==> src/rtl/sqr_meas_pkg.sv <==
// Shared definitions for the square-wave parameter measurement block:
// FSM encoding, default widths/hysteresis and the full-scale level constant.
package sqr_meas_pkg;

  localparam int unsigned DT_W_DEF    = 8;
  localparam int unsigned CNT_W_DEF   = 16;
  localparam int unsigned WIN_LEN_DEF = 4096;
  localparam int unsigned HYST_DEF    = 8;

  localparam logic [DT_W_DEF-1:0] MAX_LVL = {DT_W_DEF{1'b1}};

  typedef enum logic [2:0] {
    S_IDLE = 3'd0,
    S_PEAK = 3'd1,
    S_ARM  = 3'd2,
    S_MEAS = 3'd3,
    S_DONE = 3'd4
  } state_e;

endpackage

==> src/rtl/sqr_schmitt_edge.sv <==
// Hysteresis comparator: level register with force-high load and a
// same-cycle rising-edge pulse for the sample that sets the level.
module sqr_schmitt_edge #(
  parameter int unsigned DT_W = 8
) (
  input  logic            clk,
  input  logic            rst_n,
  input  logic            en_i,
  input  logic            din_valid_i,
  input  logic            force_hi_i,
  input  logic [DT_W-1:0] din_i,
  input  logic [DT_W-1:0] thr_hi_i,
  input  logic [DT_W-1:0] thr_lo_i,
  output logic            rise_o
);

  logic lvl_q, lvl_d;
  logic above_s, below_s, upd_s;

  assign above_s = (din_i >= thr_hi_i);
  assign below_s = (din_i <= thr_lo_i);
  assign upd_s   = en_i && din_valid_i;
  assign rise_o  = upd_s && !lvl_q && above_s;

  // next level: forced high on load, otherwise Schmitt update on valid samples
  always_comb begin
    lvl_d = lvl_q;
    if (force_hi_i) begin
      lvl_d = 1'b1;
    end else if (upd_s && above_s) begin
      lvl_d = 1'b1;
    end else if (upd_s && below_s) begin
      lvl_d = 1'b0;
    end else begin
      lvl_d = lvl_q;
    end
  end

  // level register
  always_ff @(posedge clk or negedge rst_n) begin
    if (!rst_n) begin
      lvl_q <= 1'b0;
    end else begin
      lvl_q <= lvl_d;
    end
  end

endmodule

==> src/rtl/sqr_param_meas.sv <==
// Square-wave parameter measurement: peak/trough over a window, then period
// between rising edges. Define SQR_MEAS_AVG_EN to average over 4 periods.
module sqr_param_meas
  import sqr_meas_pkg::*;
#(
  parameter int unsigned DT_W    = DT_W_DEF,
  parameter int unsigned CNT_W   = CNT_W_DEF,
  parameter int unsigned WIN_LEN = WIN_LEN_DEF,
  parameter int unsigned HYST    = HYST_DEF
) (
  input  logic             clk,
  input  logic             rst_n,
  input  logic             start,
  input  logic             din_valid,
  input  logic [DT_W-1:0]  din,
  output logic             busy,
  output logic             meas_valid,
  output logic [DT_W-1:0]  amplitude,
  output logic [DT_W-1:0]  trough,
  output logic [CNT_W-1:0] period,
  output logic [DT_W-1:0]  cycle_num,
  output logic             err
);

  localparam int unsigned WC_W  = $clog2(WIN_LEN + 1);
  localparam int unsigned SUM_W = CNT_W + 2;
`ifdef SQR_MEAS_AVG_EN
  localparam int unsigned NPER = 4;
`else
  localparam int unsigned NPER = 1;
`endif
  localparam logic [DT_W-1:0]  LVL_MAX   = {DT_W{1'b1}};
  localparam logic [CNT_W-1:0] TO_MAX    = {CNT_W{1'b1}};
  localparam logic [DT_W-1:0]  HYST_V    = DT_W'(HYST);
  localparam logic [DT_W+1:0]  HYST_EXT  = (DT_W + 2)'(HYST);
  localparam logic [DT_W:0]    HYST2     = (DT_W + 1)'(2 * HYST);
  localparam logic [1:0]       ECNT_LAST = 2'(NPER - 1);

  function automatic logic [DT_W-1:0] sat_lvl(input logic [CNT_W-1:0] v);
    sat_lvl = (v > CNT_W'(LVL_MAX)) ? LVL_MAX : v[DT_W-1:0];
  endfunction

  state_e            state_q, state_d;
  logic [DT_W-1:0]   max_q, max_d, min_q, min_d;
  logic [WC_W-1:0]   win_q, win_d;
  logic [DT_W-1:0]   thr_hi_q, thr_hi_d, thr_lo_q, thr_lo_d;
  logic [CNT_W-1:0]  per_q, per_d, to_q, to_d;
  logic [SUM_W-1:0]  sum_q, sum_d;
  logic [1:0]        ecnt_q, ecnt_d;
  logic              busy_q, mv_q, err_q;
  logic [DT_W-1:0]   amp_q, tr_q, cyc_q;
  logic [CNT_W-1:0]  period_q;

  logic [DT_W-1:0]   nmax_s, nmin_s, mid_s, thr_hi_s, thr_lo_s, range_s;
  logic [DT_W:0]     sum9_s;
  logic [DT_W+1:0]   hi_ext_s;
  logic              win_last_s, flat_s, arm_load_s, rise_s, en_s, to_last_s;
  logic [CNT_W-1:0]  to_inc_s, avg_per_s, res_per_s;
  logic [SUM_W-1:0]  sum_nx_s;
  logic              res_err_s;

  assign nmax_s     = (din > max_q) ? din : max_q;
  assign nmin_s     = (din < min_q) ? din : min_q;
  assign sum9_s     = {1'b0, nmax_s} + {1'b0, nmin_s};
  assign mid_s      = DT_W'(sum9_s >> 1);
  assign hi_ext_s   = {2'b00, mid_s} + HYST_EXT;
  assign thr_hi_s   = (hi_ext_s > {2'b00, LVL_MAX}) ? LVL_MAX : hi_ext_s[DT_W-1:0];
  assign thr_lo_s   = (mid_s >= HYST_V) ? (mid_s - HYST_V) : {DT_W{1'b0}};
  assign range_s    = nmax_s - nmin_s;
  assign flat_s     = ({1'b0, range_s} <= HYST2);
  assign win_last_s = (win_q == WC_W'(WIN_LEN - 1));
  assign arm_load_s = (state_q == S_PEAK) && din_valid && win_last_s && !flat_s;
  assign en_s       = (state_q == S_ARM) || (state_q == S_MEAS);
  assign to_inc_s   = (to_q == TO_MAX) ? to_q : (to_q + 1'b1);
  assign to_last_s  = (to_q >= (TO_MAX - 1'b1));
  assign sum_nx_s   = sum_q + SUM_W'(per_q) + SUM_W'(1);
`ifdef SQR_MEAS_AVG_EN
  assign avg_per_s  = CNT_W'(sum_nx_s >> 2);
`else
  assign avg_per_s  = CNT_W'(sum_nx_s);
`endif

  sqr_schmitt_edge #(.DT_W(DT_W)) u_schmitt (
    .clk        (clk),
    .rst_n      (rst_n),
    .en_i       (en_s),
    .din_valid_i(din_valid),
    .force_hi_i (arm_load_s),
    .din_i      (din),
    .thr_hi_i   (thr_hi_q),
    .thr_lo_i   (thr_lo_q),
    .rise_o     (rise_s)
  );

  // next-state and datapath updates; an edge always takes priority over timeout
  always_comb begin
    state_d   = state_q;
    max_d     = max_q;
    min_d     = min_q;
    win_d     = win_q;
    thr_hi_d  = thr_hi_q;
    thr_lo_d  = thr_lo_q;
    per_d     = per_q;
    to_d      = to_q;
    sum_d     = sum_q;
    ecnt_d    = ecnt_q;
    res_per_s = {CNT_W{1'b0}};
    res_err_s = 1'b0;
    case (state_q)
      S_IDLE: begin
        if (start) begin
          max_d   = {DT_W{1'b0}};
          min_d   = LVL_MAX;
          win_d   = {WC_W{1'b0}};
          state_d = S_PEAK;
        end else begin
          state_d = S_IDLE;
        end
      end
      S_PEAK: begin
        if (din_valid) begin
          max_d = nmax_s;
          min_d = nmin_s;
          win_d = win_q + 1'b1;
          if (win_last_s) begin
            thr_hi_d = thr_hi_s;
            thr_lo_d = thr_lo_s;
            to_d     = {CNT_W{1'b0}};
            if (flat_s) begin
              res_err_s = 1'b1;
              state_d   = S_DONE;
            end else begin
              state_d = S_ARM;
            end
          end else begin
            state_d = S_PEAK;
          end
        end else begin
          state_d = S_PEAK;
        end
      end
      S_ARM: begin
        if (din_valid) begin
          to_d = to_inc_s;
          if (rise_s) begin
            per_d   = {CNT_W{1'b0}};
            sum_d   = {SUM_W{1'b0}};
            ecnt_d  = 2'd0;
            state_d = S_MEAS;
          end else if (to_last_s) begin
            res_err_s = 1'b1;
            state_d   = S_DONE;
          end else begin
            state_d = S_ARM;
          end
        end else begin
          state_d = S_ARM;
        end
      end
      S_MEAS: begin
        if (din_valid) begin
          to_d = to_inc_s;
          if (rise_s) begin
            per_d  = {CNT_W{1'b0}};
            sum_d  = sum_nx_s;
            ecnt_d = ecnt_q + 1'b1;
            if (ecnt_q == ECNT_LAST) begin
              res_per_s = avg_per_s;
              state_d   = S_DONE;
            end else begin
              state_d = S_MEAS;
            end
          end else if (to_last_s) begin
            res_err_s = 1'b1;
            state_d   = S_DONE;
          end else begin
            per_d   = per_q + 1'b1;
            state_d = S_MEAS;
          end
        end else begin
          state_d = S_MEAS;
        end
      end
      S_DONE:  state_d = S_IDLE;
      default: state_d = S_IDLE;
    endcase
  end

  // FSM and measurement datapath registers
  always_ff @(posedge clk or negedge rst_n) begin
    if (!rst_n) begin
      state_q  <= S_IDLE;
      max_q    <= {DT_W{1'b0}};
      min_q    <= {DT_W{1'b0}};
      win_q    <= {WC_W{1'b0}};
      thr_hi_q <= {DT_W{1'b0}};
      thr_lo_q <= {DT_W{1'b0}};
      per_q    <= {CNT_W{1'b0}};
      to_q     <= {CNT_W{1'b0}};
      sum_q    <= {SUM_W{1'b0}};
      ecnt_q   <= 2'd0;
    end else begin
      state_q  <= state_d;
      max_q    <= max_d;
      min_q    <= min_d;
      win_q    <= win_d;
      thr_hi_q <= thr_hi_d;
      thr_lo_q <= thr_lo_d;
      per_q    <= per_d;
      to_q     <= to_d;
      sum_q    <= sum_d;
      ecnt_q   <= ecnt_d;
    end
  end

  // result registers: loaded on entry to DONE, which is also the strobe cycle
  always_ff @(posedge clk or negedge rst_n) begin
    if (!rst_n) begin
      busy_q   <= 1'b0;
      mv_q     <= 1'b0;
      err_q    <= 1'b0;
      amp_q    <= {DT_W{1'b0}};
      tr_q     <= {DT_W{1'b0}};
      cyc_q    <= {DT_W{1'b0}};
      period_q <= {CNT_W{1'b0}};
    end else begin
      busy_q <= (state_d != S_IDLE);
      mv_q   <= (state_d == S_DONE);
      if (state_d == S_DONE) begin
        amp_q    <= max_d;
        tr_q     <= min_d;
        period_q <= res_per_s;
        cyc_q    <= sat_lvl(res_per_s >> 1);
        err_q    <= res_err_s;
      end else if ((state_q == S_IDLE) && start) begin
        err_q <= 1'b0;
      end else begin
        err_q <= err_q;
      end
    end
  end

  assign busy       = busy_q;
  assign meas_valid = mv_q;
  assign amplitude  = amp_q;
  assign trough     = tr_q;
  assign period     = period_q;
  assign cycle_num  = cyc_q;
  assign err        = err_q;

endmodule

==> config.mk <==
export PLATFORM = sky130hd
export DESIGN_NAME = sqr_param_meas
export DESIGN_NICKNAME = d
export VERILOG_FILES = /design/src/rtl/sqr_meas_pkg.sv /design/src/rtl/sqr_schmitt_edge.sv /design/src/rtl/sqr_param_meas.sv
export SDC_FILE = /design/constraint.sdc
export NUM_CORES = 1
export LEC_CHECK = 0
export ABC_AREA = 1
export ABC_CLOCK_PERIOD_IN_PS = 3550
export CAP_MARGIN = 25
export CORE_AREA = 5 5 156 158
export CTS_CLUSTER_DIAMETER = 40
export DETAILED_ROUTE_END_ITERATION = 6
export DIE_AREA = 0 0 161 163
export GPL_ROUTABILITY_DRIVEN = 0
export GPL_TIMING_DRIVEN = 0
export PLACE_DENSITY = 0.63
export SLEW_MARGIN = 30
export SYNTH_ARGS = -nofsm -noshare
export SYNTH_HDL_FRONTEND = slang
export SYNTH_SLANG_ARGS = --single-unit
==> constraint.sdc <==
create_clock -name clk -period 3.55 [get_ports clk]
set_input_delay 0.71 -clock clk [delete_from_list [all_inputs] [get_ports clk]]
set_output_delay 0.71 -clock clk [all_outputs]
set_load 0.02 [all_outputs]
==> impl_metrics.env <==
export IMPL_setup_viol=29
export IMPL_combPwrFrac=0.609
export IMPL_fmax_ghz=0.2777
export IMPL_post_dp_cell_area_um2=10500
export IMPL_period_needed_ns=3.601
export IMPL_synthTopCellsByCount="nand2_1 (434), inv_1 (181), dfrtp_1 (142), nand3_1 (109), nor2_1 (92)"
export IMPL_track_usage=0.2031
export IMPL_core_area_um2=22980
export IMPL_synth_edff_count=0
export IMPL_cp_common_cell="nand2_2"
export IMPL_root_buffer="clkbuf_16"
export IMPL_layout_drive_gt1_share=0.2058
export IMPL_failed_checks="setup timing"
export IMPL_hold_buffers=0
export IMPL_clock_skew_ns=0.01360
export IMPL_htreeDepth=4
export IMPL_start_kind="register"
export IMPL_slowest_delay_ns=0.38
export IMPL_relSlewSlack=0.6167
export IMPL_run_status="finished with violations"
export IMPL_reg2reg_from="max_q[4]"
export IMPL_clock_latency_ns=0.43
export IMPL_netlist_area_um2=9422
export IMPL_netlist_instances=1321
export IMPL_clk_pin_slew_ns=0.07
export IMPL_cts_tree="yes"
export IMPL_dp_hpwl_um=19280
export IMPL_grt_max_degree=84
export IMPL_cp_depth=25
export IMPL_wl_per_cell_um=15.88
export IMPL_insertedDiodeCount=0
export IMPL_die_w_um=161
export IMPL_r2r_slack_ns=-0.05
export IMPL_num_fill_cells=2119
export IMPL_start_util=0.4100
export IMPL_p_int_mw=5.338
export IMPL_crit_type="reg -> reg"
export IMPL_synth_top_cells_by_area="dfrtp_1 (38%), nand2_1 (17%), ha_1 (9.3%)"
export IMPL_cts_buffer_depth=2
export IMPL_yosys_warnings=0
export IMPL_clockPowerShare=0.197
export IMPL_rows=56
export IMPL_syn_nets=1404
export IMPL_ios=55
export IMPL_required_ns=3.89
export IMPL_max_cap_viol_count=0
export IMPL_critical_path_buf_inv_count=4
export IMPL_grt_overflow_total=0
export IMPL_cts_made_buffers=17
export IMPL_fin_nets=1518
export IMPL_drt_first_iter_violations=648
export IMPL_syn_to_final_growth_pct=29.34
export IMPL_p_leak_nw=6.240
export IMPL_vias=9077
export IMPL_swShare=0.4572
export IMPL_p_sw_mw=4.496
export IMPL_cellPowerDensity_nw_per_um2=807.0
export IMPL_clock_sinks=142
export IMPL_cp_slowest_cell="dfrtp_1"
export IMPL_die_area_um2=26240
export IMPL_final_setup_tns_ns=-0.8925
export IMPL_drc=0
export IMPL_synth_seq_cells=142
export IMPL_die_h_um=163
export IMPL_ir_worst_vdd_v=0.0004622
export IMPL_grt_pass1_wl_um=43300
export IMPL_synth_top_area_frac=0.3772
export IMPL_setup_slack_ns=-0.05066
export IMPL_r2r_end="thr_hi_q[1]"
export IMPL_rsz0062_at_grt="yes"
export IMPL_io_buffers=54
export IMPL_synth_distinct_cells=48
export IMPL_crit_arrival_ns=3.94
export IMPL_cp_startpoint="max_q[4]"
export IMPL_timing_final_crit_share=1.014
export IMPL_worstSetupEndpointType="register"
export IMPL_hold_viol=0
export IMPL_synthArstFlopShare=1.000
export IMPL_hp_class="in -> async"
export IMPL_cp_max_fo=8
export IMPL_drv_slew=0
export IMPL_grt_pass1_vias=8643
export IMPL_antenna_found_initial=0
export IMPL_vias_per_cell=5.223
export IMPL_ys_flop_type="dfrtp_1"
export IMPL_syn_mean_instance_area_um2=7.132
export IMPL_cp_top_family="simple AND/OR/NAND/NOR gates"
export IMPL_routed_wl_um=27600
export IMPL_detail_route_antenna_nets=0
export IMPL_firstDrtPassIters=7
export IMPL_ys_seq_area_frac=0.3772
export IMPL_worstMarginPinSlew_ns=0.5697
export IMPL_yosysMostFrequentCell="nand2_1"
export IMPL_r2r_cells=25
export IMPL_endpoint="thr_hi_q[1]"
export IMPL_fin_area_um2=12190
export IMPL_yosys_area_top_type="dfrtp_1"
export IMPL_pwr_share_seq=0.194
-- metrics by stage --
step	std cells	power, mW	utilization	worst slack (ns)	hold WS (ns)
global placement	1665	5.711	0.4541	-4.170	0.4598
global route	1738	10.47	0.5302	-0.2380	0.3169
CTS	1712	8.085	0.4925	0.01028	0.3035
finish	1738	9.834	0.5302	-0.05066	0.2877
detailed placement	1667	5.757	0.4567	-1.365	0.4621
floorplan	1321	4.864	-	0.005730	0.4144
-- final cells by class --
cell class,instances,area [um^2],area share
multi-input combinational,965,5757,0.4724
timing repair inverter,1,8.758,0.0007188
inverter,191,749.5,0.06151
tap,290,362.8,0.02978
clock inverter,14,181.4,0.01489
timing repair buffer,96,975.9,0.08009
buffer,21,156.4,0.01284
sequential,142,3555,0.2917
clock buffer,18,439.2,0.03604
-- layout by cell type, fill, tap and decap left out, drive strengths merged, types with 3 or more instances in the layout --
cell type      count
nand3            111
a21oi             71
buf               61
o211ai             6
dfrtp            142
nor2             102
ha                70
and2               6
clkbuf            28
clkdlybuf4s50     45
a22oi              3
nor4               4
nand2            445
inv              195
o22ai              6
o21a               8
bufinv             3
nor3              20
o21ai             50
xor2              10
o31ai              4
nand4             33
a31oi              4
clkinvlp           3
clkinv             5
-- cells by family (layout without fill, tap and decap cells) --
group           after synthesis  after routing  synth area share
fa+ha+maj                    71             71           0.09509
compound gates              159            159           0.09416
simple gates                725            725            0.3339
xor+xnor                     10             10          0.009296
flops                       142            142            0.3772
buf+inv                     214            341           0.09044
-- power groups by stage --
stage	Sequential [mW]	Clock (mW)	Combinational (mW)
after floorplan	1.88	0	2.98
after global placement	1.92	0	3.79
after detailed placement	1.92	0	3.83
after CTS	1.89	1.96	4.24
after global routing	1.92	2.03	6.52
final	1.91	1.94	5.99
-- worst min path at each step --
stage | end | start | cells after the start
2_1_floorplan | amplitude[0] | rst_n | 0
3_3_place_gp | period[8] | period[8] | 2
3_5_place_dp | period[13] | period[13] | 2
4_1_cts | sum_q[15] | rst_n | 2
5_1_grt | busy | rst_n | 2
6_report | amplitude[5] | rst_n | 2
-- sequential cells by signal, indices dropped and copies added (netlist names), 13 cells and up --
name / count
to_q: 16
win_q: 13
per_q: 16
period: 16
sum_q: 16
-- what timing repair did --
| action | in CTS | in global routing |
|---|---|---|
| endpoints found under the setup margin | 62 | 62 |
| setup buffers | 12 | 23 |
| pin swaps | 7 | 58 |
| gates cloned | 1 | 5 |
| gates resized for setup | 70 | 179 |
-- routing by layer --
layer  track usage  part of all wire  routed length (um)  vias up
met2        0.3582              0.51               13960      225
met5             0                 0                   0        -
met1        0.2630              0.44               12030     4297
met3       0.02809             0.041                1119       44
li1              -                 -                   -     4511
met4       0.05428             0.018                 494        0
Note: power is estimated with default switching activity, not from simulation.
